<file path="src/rtl/ahb_arbiter.sv">
`default_nettype none
// ============================================================================
//  Module   : ahb_arbiter
//  Purpose  : Three-master AHB bus arbiter for the shared master-to-slave
//             path. Round-robin arbitration (starting after the last
//             winner) that respects fixed-length bursts, locked sequences
//             and undefined-length INCR bursts. An optional hold timeout
//             applies to undefined-length INCR. The arbiter parks on
//             default master 0 (all grants low) when nobody requests.
//
//  Ports    : HCLK                 bus clock
//             HRESETn              asynchronous active-low reset
//             HBUSREQ_M1..M3       bus requests
//             HLOCK_M1..M3         locked-transfer requests
//             HTRANS, HBURST       muxed control of the current owner
//             HREADY               shared transfer-done; all state holds when low
//             HGRANT_M1..M3        grants (one-hot or all zero)
//             HMASTER              registered address-phase owner (mux select)
//             HMASTLOCK            owner's transfer is locked
//
//  Params   : MAX_HOLD             INCR hold limit in cycles while others
//                                  request (0 = unlimited, legal 0..255)
//  Macros   : AHB_ARB_FIXED_PRI_EN fixed priority M1 > M2 > M3 replaces
//                                  round-robin when defined
//
//  Revision : 1.0  initial release
// ============================================================================

`ifndef AHB_TRANS_BITS
`define AHB_TRANS_BITS 2
`endif
`ifndef AHB_BURST_BITS
`define AHB_BURST_BITS 3
`endif
`ifndef AHB_MASTER_BITS
`define AHB_MASTER_BITS 2
`endif
`ifndef AHB_MASTER_0
`define AHB_MASTER_0 2'd0
`endif
`ifndef AHB_MASTER_1
`define AHB_MASTER_1 2'd1
`endif
`ifndef AHB_MASTER_2
`define AHB_MASTER_2 2'd2
`endif
`ifndef AHB_MASTER_3
`define AHB_MASTER_3 2'd3
`endif

module ahb_arbiter #(
    parameter int MAX_HOLD = 0
) (
    input  logic                         HCLK,
    input  logic                         HRESETn,
    input  logic                         HBUSREQ_M1,
    input  logic                         HBUSREQ_M2,
    input  logic                         HBUSREQ_M3,
    input  logic                         HLOCK_M1,
    input  logic                         HLOCK_M2,
    input  logic                         HLOCK_M3,
    input  logic [`AHB_TRANS_BITS-1:0]   HTRANS,
    input  logic [`AHB_BURST_BITS-1:0]   HBURST,
    input  logic                         HREADY,
    output logic                         HGRANT_M1,
    output logic                         HGRANT_M2,
    output logic                         HGRANT_M3,
    output logic [`AHB_MASTER_BITS-1:0]  HMASTER,
    output logic                         HMASTLOCK
);

    localparam logic [`AHB_TRANS_BITS-1:0] c_trans_idle   = `AHB_TRANS_BITS'(0);
    localparam logic [`AHB_TRANS_BITS-1:0] c_trans_busy   = `AHB_TRANS_BITS'(1);
    localparam logic [`AHB_TRANS_BITS-1:0] c_trans_nonseq = `AHB_TRANS_BITS'(2);
    localparam logic [`AHB_TRANS_BITS-1:0] c_trans_seq    = `AHB_TRANS_BITS'(3);
    localparam logic [`AHB_BURST_BITS-1:0] c_burst_incr   = `AHB_BURST_BITS'(1);
    localparam logic [7:0]                 c_max_hold     = 8'(MAX_HOLD);

    // Registered state
    logic [2:0]                  r_grant;       // {M3, M2, M1}
    logic [`AHB_MASTER_BITS-1:0] r_hmaster;
    logic                        r_hmastlock;
    logic [4:0]                  r_beats_left;
    logic [7:0]                  r_hold_cnt;
    logic                        r_incr_undef;  // last NONSEQ of the owner was INCR
`ifndef AHB_ARB_FIXED_PRI_EN
    logic [`AHB_MASTER_BITS-1:0] r_rr_last;
`endif

    // Combinational
    logic [2:0]                  w_req;
    logic [2:0]                  w_lock;
    logic [4:0]                  w_burst_last;
    logic [4:0]                  w_rem;
    logic                        w_in_incr;
    logic [`AHB_MASTER_BITS-1:0] w_grant_idx;
    logic                        w_owner_req;
    logic                        w_owner_lock;
    logic                        w_others_req;
    logic                        w_owner_is_master;
    logic                        w_timed_out;
    logic                        w_incr_hold;
    logic                        w_hold;
    logic [`AHB_MASTER_BITS-1:0] w_win_idx;
    logic [2:0]                  w_win_onehot;
    logic [2:0]                  w_next_grant;
    logic                        w_grant_change;

    assign w_req  = {HBUSREQ_M3, HBUSREQ_M2, HBUSREQ_M1};
    assign w_lock = {HLOCK_M3, HLOCK_M2, HLOCK_M1};

    // Burst length minus one
    always_comb begin
        case (HBURST)
            3'd2, 3'd3: w_burst_last = 5'd3;
            3'd4, 3'd5: w_burst_last = 5'd7;
            3'd6, 3'd7: w_burst_last = 5'd15;
            default:    w_burst_last = 5'd0;
        endcase
    end

    // Beats remaining after the current address phase
    always_comb begin
        case (HTRANS)
            c_trans_nonseq: w_rem = w_burst_last;
            c_trans_seq:    w_rem = (r_beats_left == 5'd0) ? 5'd0 : r_beats_left - 5'd1;
            c_trans_busy:   w_rem = r_beats_left;
            default:        w_rem = 5'd0;
        endcase
    end

    // Undefined-length INCR: a NONSEQ starts/ends it, IDLE ends it
    always_comb begin
        case (HTRANS)
            c_trans_nonseq: w_in_incr = (HBURST == c_burst_incr);
            c_trans_idle:   w_in_incr = 1'b0;
            default:        w_in_incr = r_incr_undef;
        endcase
    end

    always_comb begin
        case (r_grant)
            3'b001:  w_grant_idx = `AHB_MASTER_1;
            3'b010:  w_grant_idx = `AHB_MASTER_2;
            3'b100:  w_grant_idx = `AHB_MASTER_3;
            default: w_grant_idx = `AHB_MASTER_0;
        endcase
    end

    assign w_owner_req       = |(r_grant & w_req);
    assign w_owner_lock      = |(r_grant & w_lock);
    assign w_others_req      = |(~r_grant & w_req);
    // HTRANS only describes the grantee once it is the address-phase owner;
    // during a handover it still belongs to the previous master.
    assign w_owner_is_master = (r_hmaster == w_grant_idx) && (r_grant != 3'b000);
    assign w_timed_out       = (c_max_hold != 8'd0) && (r_hold_cnt >= c_max_hold);
    assign w_incr_hold       = w_in_incr && w_owner_req && w_owner_is_master && !w_timed_out;
    assign w_hold            = (w_rem != 5'd0) || w_owner_lock || w_incr_hold;

`ifdef AHB_ARB_FIXED_PRI_EN
    always_comb begin
        if (HBUSREQ_M1)      w_win_idx = `AHB_MASTER_1;
        else if (HBUSREQ_M2) w_win_idx = `AHB_MASTER_2;
        else if (HBUSREQ_M3) w_win_idx = `AHB_MASTER_3;
        else                 w_win_idx = `AHB_MASTER_0;
    end
`else
    function automatic logic [`AHB_MASTER_BITS-1:0] f_next(input logic [`AHB_MASTER_BITS-1:0] m);
        return (m == `AHB_MASTER_3) ? `AHB_MASTER_1 : m + `AHB_MASTER_BITS'(1);
    endfunction

    logic [`AHB_MASTER_BITS-1:0] w_c1, w_c2, w_c3;
    assign w_c1 = f_next(r_rr_last);
    assign w_c2 = f_next(w_c1);
    assign w_c3 = f_next(w_c2);

    // Candidates are visited in order starting right after the last winner
    always_comb begin
        if (w_req[w_c1 - `AHB_MASTER_BITS'(1)])      w_win_idx = w_c1;
        else if (w_req[w_c2 - `AHB_MASTER_BITS'(1)]) w_win_idx = w_c2;
        else if (w_req[w_c3 - `AHB_MASTER_BITS'(1)]) w_win_idx = w_c3;
        else                                         w_win_idx = `AHB_MASTER_0;
    end
`endif

    always_comb begin
        case (w_win_idx)
            `AHB_MASTER_1: w_win_onehot = 3'b001;
            `AHB_MASTER_2: w_win_onehot = 3'b010;
            `AHB_MASTER_3: w_win_onehot = 3'b100;
            default:       w_win_onehot = 3'b000;
        endcase
    end

    assign w_next_grant   = w_hold ? r_grant : w_win_onehot;
    assign w_grant_change = (w_next_grant != r_grant);

    always_ff @(posedge HCLK or negedge HRESETn) begin
        if (!HRESETn) begin
            r_grant      <= 3'b000;
            r_hmaster    <= `AHB_MASTER_0;
            r_hmastlock  <= 1'b0;
            r_beats_left <= 5'd0;
            r_hold_cnt   <= 8'd0;
            r_incr_undef <= 1'b0;
`ifndef AHB_ARB_FIXED_PRI_EN
            r_rr_last    <= `AHB_MASTER_3;
`endif
        end else if (HREADY) begin
            r_grant      <= w_next_grant;
            // Ownership follows the grant one HREADY cycle later
            r_hmaster    <= w_grant_idx;
            r_hmastlock  <= w_owner_lock;
            r_beats_left <= w_rem;
            r_incr_undef <= w_grant_change ? 1'b0 : w_in_incr;
            if (w_grant_change)
                r_hold_cnt <= 8'd0;
            else if (w_incr_hold && w_others_req && (r_hold_cnt != 8'hFF))
                r_hold_cnt <= r_hold_cnt + 8'd1;
`ifndef AHB_ARB_FIXED_PRI_EN
            if (!w_hold && (w_win_idx != `AHB_MASTER_0))
                r_rr_last <= w_win_idx;
`endif
        end
    end

    assign HGRANT_M1 = r_grant[0];
    assign HGRANT_M2 = r_grant[1];
    assign HGRANT_M3 = r_grant[2];
    assign HMASTER   = r_hmaster;
    assign HMASTLOCK = r_hmastlock;

endmodule
`default_nettype wire

</file>
<file path="config.mk">
export PLATFORM = sky130hd
export DESIGN_NAME = ahb_arbiter
export DESIGN_NICKNAME = d
export VERILOG_FILES = /design/src/rtl/ahb_arbiter.sv
export SDC_FILE = /design/constraint.sdc
export NUM_CORES = 1
export LEC_CHECK = 0
export CAP_MARGIN = 10
export CORE_MARGIN = 2
export CORE_UTILIZATION = 52
export DETAILED_ROUTE_END_ITERATION = 12
export GPL_TIMING_DRIVEN = 0
export PLACE_DENSITY = 0.79
export SKIP_LAST_GASP = 1
export SLEW_MARGIN = 40
export SYNTH_ARGS = -nofsm -noshare
export SYNTH_HDL_FRONTEND = slang
export SYNTH_SLANG_ARGS = --single-unit
</file>
<file path="constraint.sdc">
create_clock -name HCLK -period 2.7 [get_ports HCLK]
set_input_delay 0.54 -clock HCLK [delete_from_list [all_inputs] [get_ports HCLK]]
set_output_delay 0.54 -clock HCLK [all_outputs]
set_load 0.05 [all_outputs]
</file>
==> impl_metrics.env, run 1 <==
export IMPL_status="completed"
export IMPL_sequential_power_share_pct=23.2
export IMPL_cts_tree="done"
export IMPL_initial_standard_cell_utilization_of_the_core_pct=53.87
export IMPL_pwr_share_comb_pct=67.0
export IMPL_worstReg2RegStart="r_rr_last[0]"
export IMPL_rows=17
export IMPL_hp_start="HMASTLOCK"
export IMPL_drtIter0Drc=36
export IMPL_syn_inst=121
export IMPL_die_area_mm2=0.002619
export IMPL_required_time_at_the_endpoint_of_the_critical_path_ns=2.89
export IMPL_fill_cells=186
export IMPL_finalSetupTns_ns=0
export IMPL_number_of_flops_mapped_to_enable_cells_by_yosys=0
export IMPL_numCtsBuffers=3
export IMPL_yosysUniqueCellTypes=46
export IMPL_worst_r2r_path_depth=8
export IMPL_max_clock_path_buffers=2
export IMPL_final_layout_size_suffix_gt1_share_pct=15.28
export IMPL_detail_route_drc_violations=0
export IMPL_design_core_area_mm2=0.002148
export IMPL_groute_usage_overall_pct=20.62
export IMPL_total_of_flip_flops_plus_latches_after_synthesis=14
export IMPL_post_synth_instance_area_mm2=0.001157
export IMPL_slew_limit_headroom_pct=57.72
export IMPL_min_period_over_period_pct=96.03
export IMPL_worstSetupPathType="reg -> reg"
export IMPL_regToRegSetupSlack_ns=0.11
export IMPL_sequential_cell_area_um2=352.8
export IMPL_fin_crit_ns=2.593
export IMPL_pre_cts_ws_ns=0.005502
export IMPL_setup_slack_ns=0.1071
export IMPL_nets=164
export IMPL_clock_sinks=14
export IMPL_insertedDiodeCount=0
export IMPL_worst_r2r_end="r_incr_undef"
export IMPL_net_switching_power_mw=0.6967
export IMPL_timing_clock_skew_ns=0.002152
export IMPL_grt_overflow=0
export IMPL_critical_path_arrival_ns=2.78
export IMPL_seq_area_frac_synth_pct=30.49
export IMPL_dp_final_hpwl_um=1967
export IMPL_intPower_mw=0.7896
export IMPL_cts_htree_levels=1
export IMPL_number_of_antenna_violating_nets_in_the_routed_design=0
export IMPL_path_type_of_the_worst_min_delay_path="reg -> reg"
export IMPL_timing_critical_path_from_type="flip-flop"
export IMPL_unrepaired_setup_endpoints_after_global_routing="no"
export IMPL_crit_start="r_rr_last[0]"
export IMPL_clock_power_share_pct=9.8
export IMPL_viasPerCell=6.012
export IMPL_antenna_violations_before_repair=0
export IMPL_holdPathEnd="HMASTLOCK"
export IMPL_dr_total_vias=1034
export IMPL_worstMarginPinSlew_ns=0.6323
export IMPL_gp_congestion=0.8211
export IMPL_ir_drop_v=0.0007027
export IMPL_postSynth_asyncResetShare_pct=100.0
export IMPL_fmaxAchievable_mhz=385.7
export IMPL_cts_root_buffer_cell="sky130_fd_sc_hd__clkbuf_4"
export IMPL_synthesis_area_per_instance_um2=9.565
export IMPL_die_outline_height_um=51.18
export IMPL_drv_max_cap_violation_count=0
export IMPL_end_kind="flip-flop"
export IMPL_power_leakage_nw=0.5684
export IMPL_pin_count_of_the_biggest_net_entering_global_routing=15
export IMPL_report_final_hold_viol_count=0
export IMPL_cellPowerDensity_mw_per_mm2=1048
export IMPL_cts_resized_gates=0
export IMPL_critical_path_max_fanout=8
export IMPL_area_used_by_multi_input_combinational_logic_um2=734.5
export IMPL_worst_hold_path_num_cells=2
export IMPL_report_final_setup_viol=0
export IMPL_avgRoutedWirePerCell_um=14.16
export IMPL_yosysWarnings=0
export IMPL_cts_setup_buffers=0
export IMPL_postSynthNetCount=140
export IMPL_clk_insertion_delay_late_ns=0.27
export IMPL_floorplan_io_pins=20
export IMPL_drt_wl_total_um=2436
export IMPL_via_count_of_the_first_global_routing_pass=966
export IMPL_clkSlewWorstSetupHoldPaths_ns=0.08
export IMPL_drt_pre_antenna_iters=4
export IMPL_report_final_slew_viol_count=0
export IMPL_area_delta_synth_final_pct=22.59
export IMPL_ctsHoldBuffers=0
export IMPL_portBuffers=19
export IMPL_sw_frac_of_total_pct=46.87
export IMPL_top_reg_cell_synth="sky130_fd_sc_hd__dfrtp_1"
export IMPL_grt_first_pass_wirelength_um=4140
export IMPL_die_width_um=51.18
worst max-delay path by stage:
stage	endpoint	slack, ns	cells past startpoint
final	r_incr_undef	0.11	8
after global routing	r_incr_undef	0.003	8
after CTS	r_incr_undef	0.04	8
after detailed placement	r_incr_undef	0.006	7
after global placement	r_incr_undef	0.08	7
after floorplan	r_incr_undef	0.31	8
Yosys cell counts, types with 2 or more instances:
master,n,area (um^2)
sky130_fd_sc_hd__a21oi_1,6,30.03
sky130_fd_sc_hd__a222oi_1,2,20.02
sky130_fd_sc_hd__a32oi_1,3,26.28
sky130_fd_sc_hd__and4bb_2,2,25.02
sky130_fd_sc_hd__dfrtp_1,12,300.3
sky130_fd_sc_hd__dfstp_2,2,52.55
sky130_fd_sc_hd__ha_1,5,62.56
sky130_fd_sc_hd__inv_1,8,30.03
sky130_fd_sc_hd__mux2_2,3,33.78
sky130_fd_sc_hd__mux2i_1,2,20.02
sky130_fd_sc_hd__nand2_1,9,33.78
sky130_fd_sc_hd__nand2b_1,2,12.51
sky130_fd_sc_hd__nor2_1,11,41.29
sky130_fd_sc_hd__nor2b_1,4,25.02
sky130_fd_sc_hd__nor3_1,4,20.02
sky130_fd_sc_hd__o2111a_1,2,22.52
sky130_fd_sc_hd__o211a_1,2,20.02
sky130_fd_sc_hd__o21ai_0,8,40.04
sky130_fd_sc_hd__o21bai_1,3,22.52
sky130_fd_sc_hd__o41ai_1,2,17.52
sky130_fd_sc_hd__xnor2_1,3,26.28
sky130_fd_sc_hd__xor2_1,2,17.52
worst max-delay path, cell delays in order (launching register included):
cell                       delay, ns
sky130_fd_sc_hd__dfstp_2        0.56
sky130_fd_sc_hd__inv_1          0.07
sky130_fd_sc_hd__ha_1           0.40
sky130_fd_sc_hd__nor2b_1        0.17
sky130_fd_sc_hd__o211a_1        0.24
sky130_fd_sc_hd__o31ai_4        0.29
sky130_fd_sc_hd__nor3b_2        0.21
sky130_fd_sc_hd__or4b_1         0.45
sky130_fd_sc_hd__o211ai_1       0.11
cell type report:
cell class | count | share of cell area [%]
clock buffers | 4 | 2.557
inverters | 8 | 2.116
multi-input cells | 95 | 51.76
flip-flops and latches | 14 | 24.87
plain buffers | 4 | 2.822
repair buffers | 19 | 13.40
well taps | 28 | 2.469
registers in the layout (all words and copies together) (netlist names):
name	flops
HMASTER	2
HMASTLOCK	1
r_beats_left	5
r_grant	3
r_incr_undef	1
r_rr_last	2
power groups by stage:
stage	registers, mW	clock network, mW	logic [mW]
5_1_grt	0.352	0.164	1.09
2_1_floorplan	0.463	0	0.638
3_5_place_dp	0.348	0	0.988
4_1_cts	0.344	0.153	0.995
6_report	0.344	0.146	0.996
3_3_place_gp	0.343	0	0.951
placed cells by master, fill, tap and decap left out, types with 3 or more instances in the layout:
| cell type | instances |
|---|---|
| sky130_fd_sc_hd__xnor2_1 | 3 |
| sky130_fd_sc_hd__ha_1 | 5 |
| sky130_fd_sc_hd__clkbuf_4 | 3 |
| sky130_fd_sc_hd__nand2_1 | 9 |
| sky130_fd_sc_hd__inv_1 | 8 |
| sky130_fd_sc_hd__dfrtp_1 | 12 |
| sky130_fd_sc_hd__a21oi_1 | 6 |
| sky130_fd_sc_hd__mux2_2 | 3 |
| sky130_fd_sc_hd__clkdlybuf4s50_1 | 19 |
| sky130_fd_sc_hd__nor3_1 | 4 |
| sky130_fd_sc_hd__a32oi_1 | 3 |
| sky130_fd_sc_hd__o21ai_0 | 8 |
| sky130_fd_sc_hd__nor2b_1 | 4 |
| sky130_fd_sc_hd__nor2_1 | 11 |
| sky130_fd_sc_hd__o21bai_1 | 3 |
metal layers:
metal | GRT usage, % | vias up | share of wire, %
met2 | 32.25 | 26 | 47
li1 | - | 502 | -
met4 | 4.505 | 0 | 0
met1 | 29.05 | 506 | 49
met5 | 0 | - | 0
met3 | 4.678 | 0 | 4.2
kinds of logic after synthesis:
logic type | share of synthesized area [%]
simple gates | 23.24
mux | 4.649
flops | 30.49
fa+ha+maj | 5.405
compound gates | 26.38
buf+inv | 6.053
xor+xnor | 3.784
stage by stage:
stage | std cells | total power, mW | utilization, % | area [um^2] | hold WS [ns]
detailed placement | 168 | 1.336 | 64.36 | 1383 | 0.5303
CTS | 172 | 1.492 | 66.05 | 1419 | 0.5640
floorplan | 121 | 1.100 | - | 1157 | 0.2444
global route | 172 | 1.606 | 66.05 | 1419 | 0.5868
global placement | 168 | 1.294 | 64.36 | 1383 | 0.5108
finish | 172 | 1.486 | 66.05 | 1419 | 0.5580
(Power assumes the default switching activity.)
==> run 2: changes to the inputs <==
--- a/config.mk
+++ b/config.mk
@@ -10,7 +10,7 @@
 export CORE_UTILIZATION = 52
 export DETAILED_ROUTE_END_ITERATION = 12
 export GPL_TIMING_DRIVEN = 0
-export PLACE_DENSITY = 0.79
+export PLACE_DENSITY = 0.85
 export SKIP_LAST_GASP = 1
 export SLEW_MARGIN = 40
 export SYNTH_ARGS = -nofsm -noshare
==> run 2 against run 1 <==
Effect of this change: count of clock-buffer cells in the layout did not move; core utilization shrank 0.47 points; clock skew rose by 0.0095 ns; sequential share of layout area is 0.18 points higher; via count is 0.87% higher; fmax is 2.7% higher; global-route usage grew 0.075 points; critical endpoint unchanged; largest cell class unchanged.
==> impl_metrics.env, run 2 (synthesis results as in run 1) <==
export IMPL_status="completed"
export IMPL_worst_hold_path_num_cells=2
export IMPL_fin_crit_ns=2.526
export IMPL_die_outline_height_um=51.18
export IMPL_area_delta_synth_final_pct=21.73
export IMPL_largest_register_by_flop_count="r_beats_left"
export IMPL_critical_path_max_fanout=8
export IMPL_end_kind="flip-flop"
export IMPL_slew_limit_headroom_pct=59.29
export IMPL_worst_r2r_end="r_incr_undef"
export IMPL_report_final_setup_viol=0
export IMPL_critical_path_top_delay_cell="sky130_fd_sc_hd__dfstp_2"
export IMPL_numCtsBuffers=3
export IMPL_path_type_of_the_worst_min_delay_path="reg -> reg"
export IMPL_cts_root_buffer_cell="sky130_fd_sc_hd__clkbuf_4"
export IMPL_design_core_area_mm2=0.002148
export IMPL_clkSlewWorstSetupHoldPaths_ns=0.10
export IMPL_clk_insertion_delay_late_ns=0.29
export IMPL_detail_route_drc_violations=0
export IMPL_drt_wl_total_um=2430
export IMPL_report_final_slew_viol_count=0
export IMPL_largest_registers="r_beats_left: 5 flops, r_grant: 3 flops"
export IMPL_cellPowerDensity_mw_per_mm2=1041
export IMPL_critical_path_arrival_ns=2.75
export IMPL_crit_start="r_rr_last[0]"
export IMPL_cts_tree="done"
export IMPL_hp_start="HMASTLOCK"
export IMPL_commonest_non_fill_non_tap_cell_in_the_layout="sky130_fd_sc_hd__clkdlybuf4s50_1"
export IMPL_cts_setup_buffers=0
export IMPL_drv_max_cap_violation_count=0
export IMPL_pin_count_of_the_biggest_net_entering_global_routing=15
export IMPL_finalSetupTns_ns=0
export IMPL_crit_chain="inv_1, ha_1, nor2b_1, o211a_1, o31ai_4, nor3b_2, or4b_1, o211ai_1"
export IMPL_nets=164
export IMPL_insertedDiodeCount=0
export IMPL_portBuffers=19
export IMPL_holdPathEnd="HMASTLOCK"
export IMPL_pre_cts_ws_ns=0.06237
export IMPL_via_count_of_the_first_global_routing_pass=967
export IMPL_report_final_hold_viol_count=0
export IMPL_cts_htree_levels=1
export IMPL_final_core_util_pct=65.58
export IMPL_viasPerCell=6.064
export IMPL_required_time_at_the_endpoint_of_the_critical_path_ns=2.92
export IMPL_timing_clock_skew_ns=0.01167
export IMPL_grt_first_pass_wirelength_um=4112
export IMPL_die_width_um=51.18
export IMPL_worst_r2r_path_depth=8
export IMPL_dp_final_hpwl_um=1912
export IMPL_critPathMaxStageDelay_ns=0.56
export IMPL_worstSetupPathType="reg -> reg"
export IMPL_ctsHoldBuffers=0
export IMPL_design_power_total_mw=1.466
export IMPL_antenna_violations_before_repair=0
export IMPL_setup_slack_ns=0.1744
export IMPL_regToRegSetupSlack_ns=0.17
export IMPL_clock_sinks=14
export IMPL_rows=17
export IMPL_max_clock_path_buffers=2
export IMPL_instances_no_fill=172
export IMPL_drt_pre_antenna_iters=4
export IMPL_min_period_over_period_pct=93.54
export IMPL_worstReg2RegStart="r_rr_last[0]"
export IMPL_unrepaired_setup_endpoints_after_global_routing="no"
export IMPL_number_of_antenna_violating_nets_in_the_routed_design=0
export IMPL_final_layout_size_suffix_gt1_share_pct=14.58
export IMPL_cts_resized_gates=0
export IMPL_timing_critical_path_from_type="flip-flop"
export IMPL_drtIter0Drc=24
export IMPL_floorplan_io_pins=20
export IMPL_avgRoutedWirePerCell_um=14.13
export IMPL_gp_congestion=0.8235
export IMPL_dr_total_vias=1043
export IMPL_largest_register_ffs=5
export IMPL_initial_standard_cell_utilization_of_the_core_pct=53.87
export IMPL_power_leakage_nw=0.5623
export IMPL_place_detailed_instances=168
export IMPL_die_area_mm2=0.002619
export IMPL_worstMarginPinSlew_ns=0.6087
export IMPL_fmaxAchievable_mhz=395.9
export IMPL_ir_drop_v=0.0007826
export IMPL_groute_usage_overall_pct=20.70
export IMPL_layout_common_cells="19 x sky130_fd_sc_hd__clkdlybuf4s50_1, 12 x sky130_fd_sc_hd__dfrtp_1, 11 x sky130_fd_sc_hd__nor2_1"
export IMPL_grt_overflow=0
run 2: area by class of cell:
class | count | area [um^2]
tap | 28 | 35.03
clock buffer | 4 | 26.28
multi-input combinational | 95 | 734.5
buffer | 4 | 40.04
inverter | 8 | 30.03
sequential | 14 | 352.8
timing repair buffer | 19 | 190.2
fill | 180 | 739.5
run 2: worst max-delay path by stage:
stage / end / slack [ns] / cells past startpoint
after CTS: r_incr_undef / 0.1 / 8
after floorplan: r_incr_undef / 0.31 / 8
final: r_incr_undef / 0.17 / 8
after global placement: r_incr_undef / 0.11 / 7
after global routing: r_incr_undef / 0.03 / 8
after detailed placement: r_incr_undef / 0.06 / 7
run 2: critical path, delay by kind of cell, from the launching register on:
kind | cells | cell delay, ns
AO/OA/AOI/OAI | 3 | 0.63
AND/OR/NAND/NOR | 3 | 0.82
buffers and inverters | 1 | 0.07
adder cells (fa/ha/maj) | 1 | 0.38
flip-flops | 1 | 0.56
run 2: per-layer routing:
layer,vias up,track usage (%),routed length [um]
met5,-,0,0
met4,0,8.559,36
met3,5,2.047,142
met2,36,36.58,1174
met1,493,25.56,1077
li1,509,-,-
run 2: metrics by stage:
step                      instance area [um^2]  hold slack, ns
after detailed placement                  1383          0.5221
final                                     1409          0.5421
after global placement                    1383          0.5105
after floorplan                           1157          0.2444
after CTS                                 1409          0.5485
after global routing                      1409          0.5649
run 2: report_power, final:
part | switching (mW) | internal [mW] | leakage, nW
registers | 0.0539 | 0.290 | 0.170
clock network | 0.0750 | 0.0575 | 0.0150
logic | 0.574 | 0.416 | 0.377
==> run 3: changes to the inputs <==
--- a/config.mk
+++ b/config.mk
@@ -5,7 +5,7 @@
 export SDC_FILE = /design/constraint.sdc
 export NUM_CORES = 1
 export LEC_CHECK = 0
-export CAP_MARGIN = 10
+export CAP_MARGIN = 30
 export CORE_MARGIN = 2
 export CORE_UTILIZATION = 52
 export DETAILED_ROUTE_END_ITERATION = 12
==> results of run 3 <==
The final DEF is identical to that of run 2; final timing and power are the same.
